--- config.mk ---
export PLATFORM = sky130hd
export DESIGN_NAME = alu_2bit_exerciser_flat
export DESIGN_NICKNAME = d
export VERILOG_FILES = /design/src/rtl/alu_2bit_exerciser_pkg.sv /design/src/rtl/alu_2bit_exerciser_if.sv /design/src/rtl/alu_2bit_exerciser_golden.sv /design/src/rtl/alu_2bit_exerciser.sv /design/src/flat_wrapper.sv
export SDC_FILE = /design/constraint.sdc
export NUM_CORES = 1
export LEC_CHECK = 0
export BUFFER_PORTS_ARGS = -buffer_cell sky130_fd_sc_hd__buf_2
export CORE_ASPECT_RATIO = 0.7
export CORE_MARGIN = 4
export CORE_UTILIZATION = 50
export CTS_BUF_LIST = sky130_fd_sc_hd__clkbuf_8
export DETAILED_ROUTE_END_ITERATION = 7
export PLACE_DENSITY = 0.7
export SYNTH_ARGS = -nofsm -noshare
export SYNTH_HDL_FRONTEND = slang
export SYNTH_HIERARCHICAL = 1
export SYNTH_SLANG_ARGS = --single-unit
--- constraint.sdc ---
create_clock -name clk -period 4.7 [get_ports clk]
set_clock_uncertainty 0.15 [all_clocks]
set_input_delay 0.47 -clock clk [delete_from_list [all_inputs] [get_ports clk]]
set_output_delay 0.47 -clock clk [all_outputs]
set_load 0.005 [all_outputs]
--- src/rtl/alu_2bit_exerciser_pkg.sv ---
// Shared constants, FSM encoding and the Hack ALU control-bit table
// for the 2-bit ALU exerciser.
package alu_2bit_exerciser_pkg;

  localparam int unsigned NUM_FUNCS   = 18;
  localparam int unsigned NUM_VECTORS = 288;

  localparam logic [8:0] NO_FAIL  = 9'h1FF;
  localparam logic [8:0] LAST_VEC = 9'(NUM_VECTORS - 1);

  typedef enum logic [2:0] {
    ST_IDLE   = 3'd0,
    ST_DRIVE  = 3'd1,
    ST_SETTLE = 3'd2,
    ST_CHECK  = 3'd3,
    ST_DONE   = 3'd4
  } state_e;

  // Bit order, MSB first: zx nx zy ny f no
  typedef logic [5:0] ctrl_t;

  localparam ctrl_t CTRL_TABLE [0:NUM_FUNCS-1] = '{
    6'b101010,  // 0
    6'b111111,  // 1
    6'b111010,  // -1
    6'b001100,  // x
    6'b110000,  // y
    6'b001101,  // !x
    6'b110001,  // !y
    6'b001111,  // -x
    6'b110011,  // -y
    6'b011111,  // x+1
    6'b110111,  // y+1
    6'b001110,  // x-1
    6'b110010,  // y-1
    6'b000010,  // x+y
    6'b010011,  // x-y
    6'b000111,  // y-x
    6'b000000,  // x&y
    6'b010101   // x|y
  };

  function automatic ctrl_t func_ctrl(input logic [4:0] func);
    ctrl_t c;
    if (func < 5'(NUM_FUNCS)) begin
      c = CTRL_TABLE[func];
    end else begin
      c = 6'b000000;
    end
    return c;
  endfunction

endpackage

--- src/rtl/alu_2bit_exerciser_if.sv ---
// Operand/control/result bundle between the exerciser (master) and the
// ALU under test (slave).
interface alu_2bit_exerciser_if #(
  parameter int WIDTH = 2
);
  logic [WIDTH-1:0] x;
  logic [WIDTH-1:0] y;
  logic             zx;
  logic             nx;
  logic             zy;
  logic             ny;
  logic             f;
  logic             no;
  logic [WIDTH-1:0] alu_out;
  logic             alu_zr;
  logic             alu_ng;

  modport master (
    output x, y, zx, nx, zy, ny, f, no,
    input  alu_out, alu_zr, alu_ng
  );

  modport slave (
    input  x, y, zx, nx, zy, ny, f, no,
    output alu_out, alu_zr, alu_ng
  );
endinterface

--- src/rtl/alu_2bit_exerciser_golden.sv ---
// Arithmetic reference for the 18 Hack ALU functions on 2-bit operands;
// deliberately independent of the control-bit encoding.
module alu_2bit_golden
  import alu_2bit_exerciser_pkg::*;
(
  input  logic [4:0] func_i,
  input  logic [1:0] x_i,
  input  logic [1:0] y_i,
  output logic [1:0] exp_out_o,
  output logic       exp_zr_o,
  output logic       exp_ng_o
);

  logic [1:0] res_s;

  // Result of the selected function, modulo 4
  always_comb begin
    res_s = 2'd0;
    case (func_i)
      5'd0:    res_s = 2'd0;
      5'd1:    res_s = 2'd1;
      5'd2:    res_s = 2'd3;
      5'd3:    res_s = x_i;
      5'd4:    res_s = y_i;
      5'd5:    res_s = ~x_i;
      5'd6:    res_s = ~y_i;
      5'd7:    res_s = 2'd0 - x_i;
      5'd8:    res_s = 2'd0 - y_i;
      5'd9:    res_s = x_i + 2'd1;
      5'd10:   res_s = y_i + 2'd1;
      5'd11:   res_s = x_i - 2'd1;
      5'd12:   res_s = y_i - 2'd1;
      5'd13:   res_s = x_i + y_i;
      5'd14:   res_s = x_i - y_i;
      5'd15:   res_s = y_i - x_i;
      5'd16:   res_s = x_i & y_i;
      5'd17:   res_s = x_i | y_i;
      default: res_s = 2'd0;
    endcase
  end

  assign exp_out_o = res_s;
  assign exp_zr_o  = (res_s == 2'd0);
  assign exp_ng_o  = res_s[1];

endmodule

--- src/rtl/alu_2bit_exerciser.sv ---
// Sequencer that walks all 288 (function, x, y) vectors through the ALU
// under test and accumulates pass/fail, error count and first failing index.
module alu_2bit_exerciser
  import alu_2bit_exerciser_pkg::*;
#(
  parameter int WIDTH         = 2,
  parameter int SETTLE_CYCLES = 1
) (
  input  logic                 clk,
  input  logic                 reset,
  input  logic                 start,
  alu_2bit_exerciser_if.master alu,
  output logic                 busy,
  output logic                 done,
  output logic                 pass,
  output logic [8:0]           err_count,
  output logic [8:0]           first_fail
);

  localparam logic [3:0] SETTLE_LOAD = 4'(SETTLE_CYCLES);

  state_e           state_q;
  logic [8:0]       vec_q;
  logic [3:0]       settle_q;
  logic [8:0]       err_q;
  logic [8:0]       err_d;
  logic [8:0]       first_q;
  logic [WIDTH-1:0] x_q;
  logic [WIDTH-1:0] y_q;
  ctrl_t            ctrl_q;
  logic             busy_q;
  logic             done_q;
  logic             pass_q;

  logic [1:0]       exp_out_s;
  logic             exp_zr_s;
  logic             exp_ng_s;
  logic             mismatch_s;

  // The index layout {func, x, y} is exactly func*16 + x*4 + y.
  alu_2bit_golden u_golden (
    .func_i    (vec_q[8:4]),
    .x_i       (vec_q[3:2]),
    .y_i       (vec_q[1:0]),
    .exp_out_o (exp_out_s),
    .exp_zr_o  (exp_zr_s),
    .exp_ng_o  (exp_ng_s)
  );

  // Compare the ALU response with the reference and form the next error count
  always_comb begin
    mismatch_s = (alu.alu_out != exp_out_s) ||
                 (alu.alu_zr  != exp_zr_s)  ||
                 (alu.alu_ng  != exp_ng_s);
    if (mismatch_s) begin
      err_d = err_q + 9'd1;
    end else begin
      err_d = err_q;
    end
  end

  // Run sequencer with registered drive and status outputs
  always_ff @(posedge clk or posedge reset) begin
    if (reset) begin
      state_q  <= ST_IDLE;
      vec_q    <= 9'd0;
      settle_q <= 4'd0;
      err_q    <= 9'd0;
      first_q  <= NO_FAIL;
      x_q      <= '0;
      y_q      <= '0;
      ctrl_q   <= 6'b000000;
      busy_q   <= 1'b0;
      done_q   <= 1'b0;
      pass_q   <= 1'b0;
    end else begin
      case (state_q)
        ST_IDLE, ST_DONE: begin
          if (start) begin
            err_q   <= 9'd0;
            first_q <= NO_FAIL;
            vec_q   <= 9'd0;
            busy_q  <= 1'b1;
            done_q  <= 1'b0;
            pass_q  <= 1'b0;
            state_q <= ST_DRIVE;
          end
        end
        ST_DRIVE: begin
          x_q      <= vec_q[3:2];
          y_q      <= vec_q[1:0];
          ctrl_q   <= func_ctrl(vec_q[8:4]);
          settle_q <= SETTLE_LOAD;
          state_q  <= ST_SETTLE;
        end
        ST_SETTLE: begin
          if (settle_q <= 4'd1) begin
            state_q <= ST_CHECK;
          end else begin
            settle_q <= settle_q - 4'd1;
          end
        end
        ST_CHECK: begin
          err_q <= err_d;
          // err_q still zero means no earlier vector has failed
          if (mismatch_s && (err_q == 9'd0)) begin
            first_q <= vec_q;
          end
          if (vec_q == LAST_VEC) begin
            busy_q  <= 1'b0;
            done_q  <= 1'b1;
            pass_q  <= (err_d == 9'd0);
            state_q <= ST_DONE;
          end else begin
            vec_q   <= vec_q + 9'd1;
            state_q <= ST_DRIVE;
          end
        end
        default: begin
          state_q <= ST_IDLE;
        end
      endcase
    end
  end

  assign alu.x  = x_q;
  assign alu.y  = y_q;
  assign alu.zx = ctrl_q[5];
  assign alu.nx = ctrl_q[4];
  assign alu.zy = ctrl_q[3];
  assign alu.ny = ctrl_q[2];
  assign alu.f  = ctrl_q[1];
  assign alu.no = ctrl_q[0];

  assign busy       = busy_q;
  assign done       = done_q;
  assign pass       = pass_q;
  assign err_count  = err_q;
  assign first_fail = first_q;

endmodule

--- src/flat_wrapper.sv ---
// flat-port wrapper written by rule: the top's interface ports become plain ports
module alu_2bit_exerciser_flat import alu_2bit_exerciser_pkg::*;
#(
  parameter int WIDTH         = 2,
  parameter int SETTLE_CYCLES = 1
)
  (clk, reset, start, busy, done, pass, err_count, first_fail, alu_x, alu_y, alu_zx, alu_nx, alu_zy, alu_ny, alu_f, alu_no, alu_alu_out, alu_alu_zr, alu_alu_ng);
  alu_2bit_exerciser_if #(.WIDTH(WIDTH)) alu_i ();
  input  logic clk;
  input  logic reset;
  input  logic start;
  output logic busy;
  output logic done;
  output logic pass;
  output logic [8:0] err_count;
  output logic [8:0] first_fail;
  output wire logic [$bits(alu_i.x)-1:0] alu_x;
  output wire logic [$bits(alu_i.y)-1:0] alu_y;
  output wire logic [$bits(alu_i.zx)-1:0] alu_zx;
  output wire logic [$bits(alu_i.nx)-1:0] alu_nx;
  output wire logic [$bits(alu_i.zy)-1:0] alu_zy;
  output wire logic [$bits(alu_i.ny)-1:0] alu_ny;
  output wire logic [$bits(alu_i.f)-1:0] alu_f;
  output wire logic [$bits(alu_i.no)-1:0] alu_no;
  input wire logic [$bits(alu_i.alu_out)-1:0] alu_alu_out;
  input wire logic [$bits(alu_i.alu_zr)-1:0] alu_alu_zr;
  input wire logic [$bits(alu_i.alu_ng)-1:0] alu_alu_ng;
  assign alu_x = alu_i.x;
  assign alu_y = alu_i.y;
  assign alu_zx = alu_i.zx;
  assign alu_nx = alu_i.nx;
  assign alu_zy = alu_i.zy;
  assign alu_ny = alu_i.ny;
  assign alu_f = alu_i.f;
  assign alu_no = alu_i.no;
  assign alu_i.alu_out = alu_alu_out;
  assign alu_i.alu_zr = alu_alu_zr;
  assign alu_i.alu_ng = alu_alu_ng;
  alu_2bit_exerciser #(.WIDTH(WIDTH), .SETTLE_CYCLES(SETTLE_CYCLES)) u_core (.clk(clk), .reset(reset), .start(start), .alu(alu_i), .busy(busy), .done(done), .pass(pass), .err_count(err_count), .first_fail(first_fail));
endmodule
# Yosys cells after proc, flatten, opt, wreduce, memory -nomap -nowiden
# Memory sizes are Yosys's and may differ from the RTL's.
# Index checks and enable logic that the tools add are counted.
# word_totals
input_bits	7
memories	1
mem_bits_ro	192
mem_bits_rw	0
latch_bits	0
reg_bits	47
# classes
n_shift	0
div_mod_pow	0
n_mux	26
n_reduce_logical	16
n_addsub	12
magnitude_cmp	3
eq_ne	31
n_bitwise	5
multipliers	0
# memory_table
name	words	word_bits	read_ports	rd_ports_with_merged_regs	wr	line_no	source
(no name shown)	32	6	1	0	0	alu_2bit_exerciser_pkg.sv:46	c = CTRL_TABLE[func];
# ops
cell	n
9-bit case mux with 2 select lines	3
9-bit 2-to-1 mux	5
5-bit by 4-bit == test with 1-bit output, second input constant	8
2-bit case mux with 17 select lines	1
5-bit by 3-bit == test with 1-bit output, second input constant	4
9-bit by 1-bit adder with 9-bit output, second input constant	2
9-bit zero test	2
6-bit 2-to-1 mux	3
3-bit case mux with 4 select lines	1
5-bit by 2-bit == test with 1-bit output, second input constant	2
5-bit == test, second input constant	2
9-bit == test, second input constant	1
3-bit 2-to-1 mux	3
3-bit AND reduction	3
4-bit case mux with 2 select lines	1
3-bit by 2-bit == test with 1-bit output, second input constant	2
6-bit greater-or-equal comparator, second input constant	1
2-bit by 1-bit inequality test with 1-bit output, second input constant	3
2-bit inequality test, second input constant	3
5-bit inverter with 6-bit output	1
1-bit case mux with 2 select lines	3
2-bit AND reduction	3
5-bit by 1-bit == test with 1-bit output, second input constant	1
5-bit less-than comparator, second input constant	1
other kinds (22)	34

# Longest topological paths before layout
# Gate-level depths: netlist of run 1.
# depth
word_depth	10
depth_mapped	19
ltp_nobuf	14

# Cells and area by module
# The synthesis of run 1 kept the hierarchy.
# modules_own_cells
module	instances	area_each_um2	cells_each	seq_area_each_um2
alu_2bit_exerciser	1	2633.8	287	1187.4
alu_2bit_golden	1	499.2	76	0.0

# Least setup slack after synthesis of run 1
# Ideal clock, no wire load.
# synth_timing
path_type	flip-flop to flip-flop
startpoint	register u_core.vec_q[6]
endpoint	register u_core.pass_q (netlist: u_core/pass)
n_path_buf	3
arrival_ns	3.868
setup_slack_ns	0.595
synth_period_minus_slack_ns	4.105
required_ns	4.463
setup_time_ns	0.087
path_stages_with_launch	18
path_cell_list	dfrtp_1 -> buf_2 -> clkbuf_1 -> nand2_1 -> or3_1 -> ha_1 -> xor2_1 -> or3_1 -> o32a_1 -> a31oi_1 -> or2_1 -> buf_4 -> xnor2_1 -> nand4_2 -> and2_1 -> xor2_1 -> or4_4 -> a211oi_2
# synth_between
elab_chain_len	10
# synth_rtl
item	line_no	source
start: declaration	alu_2bit_exerciser.sv:23	logic [8:0] vec_q;
start signal: assignment	alu_2bit_exerciser.sv:115	vec_q <= vec_q + 9'd1;
5-bit == test (tied with other cells)	alu_2bit_exerciser_golden.sv:19	case (func_i)
2-bit case mux with 17 select lines (*)	alu_2bit_exerciser_golden.sv:19	
named net u_core.exp_ng_s	alu_2bit_exerciser.sv:37	logic exp_ng_s;
2-bit zero test	alu_2bit_exerciser_golden.sv:43	assign exp_zr_o = (res_s == 2'd0);
1-bit inequality test	alu_2bit_exerciser.sv:53	(alu.alu_zr != exp_zr_s) ||
1-bit logical OR	alu_2bit_exerciser.sv:52	mismatch_s = (alu.alu_out != exp_out_s) ||
1-bit logical OR (*)	alu_2bit_exerciser.sv:53	
9-bit 2-to-1 mux (*)	alu_2bit_exerciser.sv:55	if (mismatch_s) begin
9-bit zero test (*)	alu_2bit_exerciser.sv:112	pass_q <= (err_d == 9'd0);
1-bit 2-to-1 mux (*)	alu_2bit_exerciser.sv:109	if (vec_q == LAST_VEC) begin
1-bit case mux with 2 select lines (*)	alu_2bit_exerciser.sv:77	case (state_q)
end signal: assignment	alu_2bit_exerciser.sv:112	
end: declaration	alu_2bit_exerciser.sv:33	logic pass_q;
# Mark *: on every way through the listed nets, which the timed path passes. The rest lies on a longest branch. The select of a mux whose other input is x is not followed.
# A chain may end at the register's enable or synchronous reset.

# Worst setup path after layout of run 1
# layout_timing
startpoint	register u_core.vec_q[8]
endpoint	register u_core.pass_q (netlist: u_core/pass)
# Same word-level chain as after synthesis.

==> results of run 1 <==
[worst register-to-register path: cells and delay by family, from the launching register on]
| family | cells | cell delay, ns |
|---|---|---|
| XOR/XNOR | 3 | 0.48 |
| flip-flops | 1 | 0.39 |
| AO/OA/AOI/OAI | 3 | 0.73 |
| AND/OR/NAND/NOR | 7 | 2.29 |
| adder cells (fa/ha/maj) | 1 | 0.20 |
[power groups by stage]
stage	Combinational (mW)	Sequential (mW)	Clock [mW]
floorplan	0.579	0.645	0
global placement	0.757	0.679	0
detailed placement	0.767	0.684	0
CTS	0.772	0.676	0.275
global route	0.877	0.699	0.290
finish	0.774	0.676	0.265
[Yosys cell counts, types with 2 or more instances]
cell type  instances  area, sq um
a211oi_1           2         15.0
a21o_1             3         22.5
a21oi_1           15         75.1
a31oi_1            7         43.8
a32oi_1            3         26.3
a41oi_1            2         17.5
and2_1             2         12.5
and3_1             5         31.3
buf_2              4         20.0
buf_4              4         30.0
clkbuf_1          13         48.8
dfrtp_1           38          951
dfstp_2            9          236
ha_1              11          138
inv_1             15         56.3
mux2i_1            2         20.0
nand2_1           52          195
nand2b_1           3         18.8
nand3_1            8         40.0
nand3_2            2         20.0
nand4_1            4         25.0
nor2_1            42          158
nor2_2             2         12.5
nor3_1             8         40.0
nor3b_1            2         15.0
nor4_1             2         12.5
nor4b_1            2         17.5
o21a_1             2         15.0
o21ai_0           18         90.1
o21ai_1            7         35.0
o311ai_1           2         17.5
o31ai_1            5         37.5
o32a_1             2         20.0
or3_1              4         25.0
xnor2_1           12          105
xnor2_2            3         48.8
xor2_1            12          105
[worst paths after layout]
kind | startpoint | to | slack [ns] | depth (start not counted)
worst max register to register | u_core/vec_q[8]$_DFFE_PP0P_ | u_core/pass$_DFFE_PP0P_ | 0.39 | 14
max in group asynchronous | reset | u_core/err_count[4]$_DFFE_PP0P_ | 3.56 | 2
worst max-delay path | u_core/vec_q[8]$_DFFE_PP0P_ | u_core/pass$_DFFE_PP0P_ | 0.39 | 14
min in group asynchronous | reset | u_core/settle_q[0]$_DFFE_PP0P_ | 0.23 | 2
worst min-delay path | start | u_core/state_q[2]$_DFFE_PP0P_ | 0.20 | 2
worst min register to register | u_core/alu.x[1]$_DFFE_PP0P_ | u_core/alu.x[1]$_DFFE_PP0P_ | 0.33 | 2
[metal layers]
layer	wire (um)	part of all wire [%]	vias to the layer above	GRT usage, %
met5	0	0	-	0
met4	78	1.1	0	5.39
met3	608	8.3	9	6.09
met2	3010	41	119	28.8
met1	3640	50	1280	31.4
li1	-	-	1330	-
[flip-flops by register name, summed over array words and instances, names as in the netlist]
register	count
u_core/alu.x	2
u_core/alu.y	2
u_core/busy	1
u_core/ctrl_q	6
u_core/done	1
u_core/err_count	9
u_core/first_fail	9
u_core/pass	1
u_core/settle_q	4
u_core/state_q	3
u_core/vec_q	9
[layout make-up]
type                       instances  area, sq um  share of cell area, %
multi-input combinational        278         1780                   51.4
sequential                        47         1190                   34.3
timing repair buffer              45          245                   7.09
tap                               75         93.8                   2.71
clock buffer                       6         82.6                   2.39
inverter                          16         60.1                   1.74
clock inverter                     2         12.5                  0.362
[cell families after synthesis]
group	count (synthesis)	synth area share, %
AOI/OAI and AO/OA	82	17.3
xor gates and xnor gates	27	8.27
adders and majority gates	11	4.39
buffers and inverters	38	5.43
DFF	47	37.9
muxes	4	1.72
and+or+nand+nor	154	25.0
==> metrics.yaml, run 1 <==
grt-ovfl-total: 0
finalSetupTns_ns: 0
slowest_delay_ns: 0.49
most-common-layout-cells: "52 x nand2_1, 42 x nor2_1, 38 x dfrtp_1, 37 x buf_2, 18 x o21ai_0"
stdcell_count: 469
crit_family: "simple AND/OR/NAND/NOR gates"
hold_path.class: "in2reg"
vias: 2738
place_ws_ns: 0.483
grt_pass1_wl_um: 12500
cp_max_fo: 14
switching_power_mw: 0.744
num_io_pins: 38
grt_antenna_before_repair: 0
ctsRootBufferMaster: "clkbuf_8"
clockBufferDepth: 2
grt_usage_pct: 20.8
synth.cell_area_sq_mm: 0.00313
path_clk_slew_ns: 0.10
path_cells: "nand2b_1, or3_1, ha_1, xor2_1, or3_1, o32a_1, a31oi_1, or2_1, xnor2_1, nand4_2, and2_1, xor2_1, or4_4, a211oi_2"
crit_slowest_cell: "or4_4"
viasPerCell: 5.84
filler_cell_count: 539
numCtsBuffers: 5
die_w_um: 103
cts_tree: "done"
seqPwrFrac_pct: 39.4
combPwrFrac_pct: 45.1
setup_ws_ns: 0.387
synth_edf_count: 0
power.internal_mw: 0.971
design_area_sq_mm: 0.00346
die_h_um: 74.2
hold_buffers: 0
synth_nets: 381
grt_max_degree: 48
drt_pass1_iterations: 5
ys.warnings.count: 6
p_leak_nw: 1.54
drc: 0
status: "complete, no violations"
min_period_over_period_pct: 91.8
drive_gt1_share_pct: 21.1
relSlewSlack_pct: 35.3
final_net_count: 411
synth.distinct_cells: 71
dieArea_sq_mm: 0.00762
p_sw_share_pct: 43.4
num_rows: 23
p_per_area_mw_per_mm2: 496
critPathKind: "reg2reg"
ys_seq_area_share_pct: 37.9
clock_sinks: 47
slew_violations: 0
dp_hpwl_um: 5110
syn_area_per_cell_sq_um: 8.63
rsz0062_at_grt: "false"
power_mw: 1.72
critPathLaunchType: "register"
maxCapViolCount: 0
cts_setup_buffers: 0
cts.repair.resized: 0
critPathArrivalTime_ns: 4.40
hold_viol_final: 0
postSynth.asyncResetShare_pct: 100
layout_commonest_cell: "nand2_1"
finalSetupViolCount: 0
numPortBuffers: 37
clkPwrFrac_pct: 15.5
cp_num_buf_inv: 0
postLayoutCoreUtil_pct: 58.6
diodes: 0
ys.flop_type: "dfrtp_1"
placed_cell_area_sq_mm: 0.00336
area_delta_synth_final_pct: 10.3
grt_pass1_vias: 2442
htree_levels: 2
wirelength_um: 7340
floorplan.initialDensity_pct: 53.1
placed_cells: 461
wl_per_cell_um: 15.7
end_kind: "register"
tightest_slew_ns: 0.970
fmax_mhz: 232
irDropWorstVdd_uv: 185
ys_seq_elements: 47
drt_iter0_drc: 192
synth_cells: 363
required_ns: 4.78
place_congestion: 0.947
fin_hold_ws_ns: 0.202
ant_nets: 0
min_period_ns: 4.31
insertion_delay_ns: 0.31
coreArea_sq_mm: 0.00590
Power figures use the tool's default switching activity.
==> inputs of run 2 (changes only) <==
--- a/config.mk
+++ b/config.mk
@@ -11,6 +11,7 @@
 export CORE_UTILIZATION = 50
 export CTS_BUF_LIST = sky130_fd_sc_hd__clkbuf_8
 export DETAILED_ROUTE_END_ITERATION = 7
+export MAX_ROUTING_LAYER = met4
 export PLACE_DENSITY = 0.7
 export SYNTH_ARGS = -nofsm -noshare
 export SYNTH_HDL_FRONTEND = slang
==> metrics.yaml, run 2 (synthesis gave the netlist of run 1 again) <==
tightest_slew_ns: 0.981  # +0.0114 ns
grt-ovfl-total: 0  # unchanged
crit_top_cell: "or3_1"
die_w_um: 103  # unchanged
p_sw_share_pct: 41.6  # -1.8 points
num_io_pins: 38  # unchanged
irDropWorstVdd_uv: 255  # +38%
seq_area_sq_mm: 0.00119  # unchanged
relSlewSlack_pct: 34.5  # -0.76 points
cts_setup_buffers: 0  # unchanged
filler_cell_count: 525  # -2.6%
cts_tree: "done"
p_leak_nw: 1.56  # +1.1%
grt_pass1_wl_um: 12900  # +3.4%
viasPerCell: 5.91  # +1.3%
slew_violations: 0  # unchanged
seqPwrFrac_pct: 37.1  # -2.3 points
htree_levels: 2  # unchanged
power_mw: 1.83  # +6.8%
layout_commonest_cell: "nand2_1"
ant_nets: 0  # unchanged
coreArea_sq_mm: 0.00590  # unchanged
hold_viol_final: 0  # unchanged
area_delta_synth_final_pct: 11.8
dieArea_sq_mm: 0.00762  # unchanged
ctsRootBufferMaster: "clkbuf_8"
clock_sinks: 47  # unchanged
min_period_ns: 4.35  # +0.0327 ns
floorplan.initialDensity_pct: 53.1  # unchanged
grt_usage_pct: 21.8  # +1.0 points
min_period_over_period_pct: 92.5  # +0.70 points
finalSetupTns_ns: 0  # unchanged
critPathKind: "reg2reg"
clockBufferDepth: 2  # unchanged
critPathLaunchType: "register"
p_per_area_mw_per_mm2: 523  # +5.4%
drc: 0  # unchanged
vias: 2773  # +1.3%
critPathArrivalTime_ns: 4.42  # +0.02 ns
wl_per_cell_um: 16.3  # +3.9%
drt_iter0_drc: 229  # +19%
place_congestion: 0.960  # +1.3%
required_ns: 4.77  # about the same
insertion_delay_ns: 0.30  # about the same
switching_power_mw: 0.762  # +2.5%
maxCapViolCount: 0  # unchanged
fmax_mhz: 230  # -0.75%
num_rows: 23  # unchanged
power.internal_mw: 1.07  # +10%
hold_buffers: 0  # unchanged
cp_num_buf_inv: 0  # unchanged
crit_family: "simple AND/OR/NAND/NOR gates"
combPwrFrac_pct: 42.8  # -2.3 points
hold_path.class: "in2reg"
slowest_delay_ns: 0.53  # +0.04 ns
numCtsBuffers: 5  # unchanged
most-common-layout-cells: "52 x nand2_1, 42 x nor2_1, 38 x dfrtp_1, 37 x buf_2, 18 x o21ai_0"
path_cells: "nand2b_1, or3_1, ha_1, xor2_1, or3_1, o32a_1, a31oi_1, or2_1, xnor2_1, nand4_2, a211oi_1, a41oi_1, or4_4, a211oi_2"
diodes: 0  # unchanged
multi_input_area_sq_mm: 0.00178  # unchanged
final_net_count: 411  # unchanged
finalSetupViolCount: 0  # unchanged
cp_max_fo: 14  # unchanged
path_clk_slew_ns: 0.10  # about the same
drt_pass1_iterations: 5  # unchanged
cts.repair.resized: 0  # unchanged
crit_slowest_cell: "or4_4"
wirelength_um: 7620  # +3.9%
grt_pass1_vias: 2663  # +9.0%
end_kind: "register"
numPortBuffers: 37  # unchanged
clkPwrFrac_pct: 20.2  # +4.7 points
grt_max_degree: 48  # unchanged
dp_hpwl_um: 5320  # +4.0%
grt_antenna_before_repair: 0  # unchanged
drive_gt1_share_pct: 21.3  # +0.25 points
status: "complete, no violations"
die_h_um: 74.2  # unchanged
rsz0062_at_grt: "false"
==> run 2: area by class of cell <==
cell class,instances,share of cell area [%]
inverters,16,1.71
repair buffers,45,7.00
clock inverters,3,2.04
well taps,75,2.68
flip-flops and latches,47,33.9
multi-input cells,278,50.7
clock buffers,5,1.96
==> run 2: stage by stage <==
step / util [%] / std cells / hold WS, ns / cell area, sq um / setup WS, ns
2_1_floorplan: - / 363 / 0.302 / 3130 / 0.595
3_3_place_gp: 57.0 / 461 / 0.304 / 3360 / 0.545
3_5_place_dp: 57.0 / 461 / 0.308 / 3360 / 0.430
4_1_cts: 59.4 / 469 / 0.214 / 3500 / 0.394
5_1_grt: 59.4 / 469 / 0.225 / 3500 / 0.0930
6_report: 59.4 / 469 / 0.219 / 3500 / 0.355
==> run 2: worst paths after layout <==
| check | startpoint | to | slack, ns | depth (start not counted) |
|---|---|---|---|---|
| min | start | u_core/state_q[2]$_DFFE_PP0P_ | 0.22 | 2 |
| min reg2reg | u_core/alu.x[0]$_DFFE_PP0P_ | u_core/alu.x[0]$_DFFE_PP0P_ | 0.33 | 2 |
| max in group asynchronous | reset | u_core/err_count[2]$_DFFE_PP0P_ | 3.55 | 2 |
| max reg2reg | u_core/vec_q[8]$_DFFE_PP0P_ | u_core/pass$_DFFE_PP0P_ | 0.35 | 14 |
| min in group asynchronous | reset | u_core/settle_q[2]$_DFFE_PP0P_ | 0.24 | 2 |
| max | u_core/vec_q[8]$_DFFE_PP0P_ | u_core/pass$_DFFE_PP0P_ | 0.35 | 14 |
==> run 2: power by group through the flow <==
stage	combinational (mW)	sequential (mW)	clock (mW)
2_1_floorplan	0.579	0.645	0
3_3_place_gp	0.755	0.679	0
3_5_place_dp	0.774	0.685	0
4_1_cts	0.782	0.678	0.382
5_1_grt	0.885	0.700	0.391
6_report	0.783	0.679	0.369
==> run 2: worst register-to-register path, delay by kind of cell, from the launching register on <==
| kind | cells | cell delay [ns] |
|---|---|---|
| AO/OA/AOI/OAI | 5 | 1.17 |
| XOR/XNOR | 2 | 0.33 |
| adder cells (fa/ha/maj) | 1 | 0.19 |
| flip-flops | 1 | 0.39 |
| AND/OR/NAND/NOR | 6 | 2.04 |
==> run 2: per-layer routing <==
layer	track usage [%]	share of wire, %	up-vias
li1	-	-	1332
met1	32.2	51	1318
met2	31.9	42	107
met3	3.84	6.3	16
met4	2.91	0.85	0
met5	-	0	-
==> inputs of run 3 (changes only) <==
--- a/config.mk
+++ b/config.mk
@@ -13,6 +13,7 @@
 export DETAILED_ROUTE_END_ITERATION = 7
 export MAX_ROUTING_LAYER = met4
 export PLACE_DENSITY = 0.7
+export RECOVER_POWER = 100
 export SYNTH_ARGS = -nofsm -noshare
 export SYNTH_HDL_FRONTEND = slang
 export SYNTH_HIERARCHICAL = 1
==> metrics.yaml, run 3 (synthesis gave the netlist of run 1 again) <==
setup_ws_ns: 0.277  # -0.0775 ns
hold_depth: 2  # unchanged
p_per_area_mw_per_mm2: 523  # about the same
insertion_delay_ns: 0.30  # about the same
drive_gt1_share_pct: 14.2  # -7.1 points
coreArea_sq_mm: 0.00590  # unchanged
grt_use_met3_pct: 3.84  # unchanged
tightest_slew_ns: 1.77  # +0.786 ns
htree_levels: 2  # unchanged
required_ns: 4.76  # about the same
vias: 2781  # +0.29%
met2_usage_pct: 31.9  # unchanged
grt_pass1_vias: 2663  # unchanged
violations: "max-capacitance violations, max-slew violations"
reg2reg_to: "u_core/pass$_DFFE_PP0P_"
r2r_start: "u_core/vec_q[8]$_DFFE_PP0P_"
die_h_um: 74.2  # unchanged
cts.repair.resized: 0  # unchanged
num_io_pins: 38  # unchanged
irDropWorstVdd_uv: 253  # -0.69%
filler_cell_count: 543  # +3.4%
grt_usage_pct: 21.8  # unchanged
critPathLaunchType: "register"
floorplan.initialDensity_pct: 53.1  # unchanged
hold_viol_final: 0  # unchanged
diodes: 0  # unchanged
p_leak_nw: 1.49  # -4.3%
dp_hpwl_um: 5320  # unchanged
reg2regPathDepth: 14  # unchanged
multi_input_area_sq_mm: 0.00174  # -1.8%
crit_slowest_cell: "or4_4"
finalSetupViolCount: 0  # unchanged
seq_area_sq_mm: 0.00119  # unchanged
finalSetupTns_ns: 0  # unchanged
min_period_ns: 4.42  # +0.0775 ns
area_delta_synth_final_pct: 9.98
path_depth: 14  # unchanged
rrSetupSlack_ns: 0.28  # -0.08 ns
startpoint: "u_core/vec_q[8]$_DFFE_PP0P_"
slowest_delay_ns: 0.48  # -0.05 ns
cp_max_fo: 14  # unchanged
drt_pass1_iterations: 5  # unchanged
die_w_um: 103  # unchanged
grt_pass1_wl_um: 12900  # unchanged
status: "finished, violations left"
hold_buffers: 0  # unchanged
grt_max_degree: 48  # unchanged
grt-ovfl-total: 0  # unchanged
hold_path.class: "in2reg"
cts_tree: "done"
end_kind: "register"
crit_family: "simple AND/OR/NAND/NOR gates"
gr-max-usage-layer: "met1"
rsz0062_at_grt: "false"
maxCapViolCount: 1  # +1
min_period_over_period_pct: 94.1  # +1.6 points
numPortBuffers: 37  # unchanged
drt_iter0_drc: 164  # -28%
layout_commonest_cell: "nand2_1"
endpoint: "u_core/pass$_DFFE_PP0P_"
drc: 0  # unchanged
place_congestion: 0.960  # unchanged
final_net_count: 411  # unchanged
path_cells: "nand2b_1, or3_1, ha_1, xor2_1, or3_1, o32a_1, a31oi_1, or2_1, xnor2_1, nand4_2, and2_0, xor2_1, or4_4, a211oi_1"
slew_violations: 48  # +48
place_ws_ns: 0.430  # unchanged
path_clk_slew_ns: 0.10  # about the same
wl_per_cell_um: 16.2  # -0.16%
dieArea_sq_mm: 0.00762  # unchanged
critPathKind: "reg2reg"
numCtsBuffers: 5  # unchanged
clock_sinks: 47  # unchanged
viasPerCell: 5.93  # +0.29%
critPathArrivalTime_ns: 4.49  # +0.07 ns
most-common-layout-cells: "52 x nand2_1, 43 x nor2_1, 38 x dfrtp_1, 22 x o21ai_0, 21 x buf_2"
clockBufferDepth: 2  # unchanged
min-delay-start: "start"
num_rows: 23  # unchanged
wirelength_um: 7610  # -0.16%
cts_setup_buffers: 0  # unchanged
use_met1_pct: 32.2  # unchanged
fmax_mhz: 226  # -1.8%
relSlewSlack_pct: -17.9  # -52 points
ant_nets: 0  # unchanged
ctsRootBufferMaster: "clkbuf_8"
grt_antenna_before_repair: 0  # unchanged
cp_num_buf_inv: 0  # unchanged
==> run 3: how the worst min path moves through the flow <==
stage                                          to  slack [ns]
global route        u_core/state_q[2]$_DFFE_PP0P_        0.22
global placement     u_core/ctrl_q[5]$_DFFE_PP0P_        0.30
detailed placement    u_core/alu.x[0]$_DFFE_PP0P_        0.31
finish              u_core/state_q[2]$_DFFE_PP0P_        0.22
floorplan           u_core/state_q[1]$_DFFE_PP0P_        0.30
CTS                 u_core/state_q[2]$_DFFE_PP0P_        0.21
==> run 3: cell type report <==
cell class                      instances  share of cell area (%)
Multi-Input combinational cell        278                    50.6
Sequential cell                        47                    34.5
Timing Repair Buffer                   45                    6.43
Tap cell                               75                    2.72
Clock inverter                          3                    2.07
Clock buffer                            5                    2.00
Inverter                               16                    1.74
==> run 3: worst reg2reg max path, stage by stage (launching register included) <==
cell and delay [ns]:
dfrtp_1 0.40, nand2b_1 0.23, or3_1 0.39, ha_1 0.19, xor2_1 0.17, or3_1 0.36, o32a_1 0.29, a31oi_1 0.24
or2_1 0.22, xnor2_1 0.16, nand4_2 0.32, and2_0 0.33, xor2_1 0.17, or4_4 0.48, a211oi_1 0.25
==> run 3: metrics by stage <==
stage | power (mW) | std cells | utilization [%] | hold slack [ns] | instance area, sq um
2_1_floorplan | 1.22 | 363 | - | 0.302 | 3130
3_3_place_gp | 1.43 | 461 | 57.0 | 0.304 | 3360
3_5_place_dp | 1.46 | 461 | 57.0 | 0.308 | 3360
4_1_cts | 1.84 | 469 | 59.4 | 0.214 | 3500
5_1_grt | 1.95 | 469 | 58.4 | 0.225 | 3450
6_report | 1.80 | 469 | 58.4 | 0.220 | 3450
==> run 3: routing by layer <==
layer / part of all wire, % / wire (um) / up-vias
li1: - / - / 1331
met1: 50 / 3790 / 1316
met2: 42 / 3220 / 124
met3: 7.3 / 553 / 10
met4: 0.74 / 56 / 0
met5: 0 / 0 / -
==> run 3: power by group <==
group	switching, mW	internal, mW	total (mW)	leakage [nW]
Sequential	0.139	0.537	0.676	0.589
Clock	0.153	0.216	0.369	0.0703
Combinational	0.461	0.296	0.757	0.835
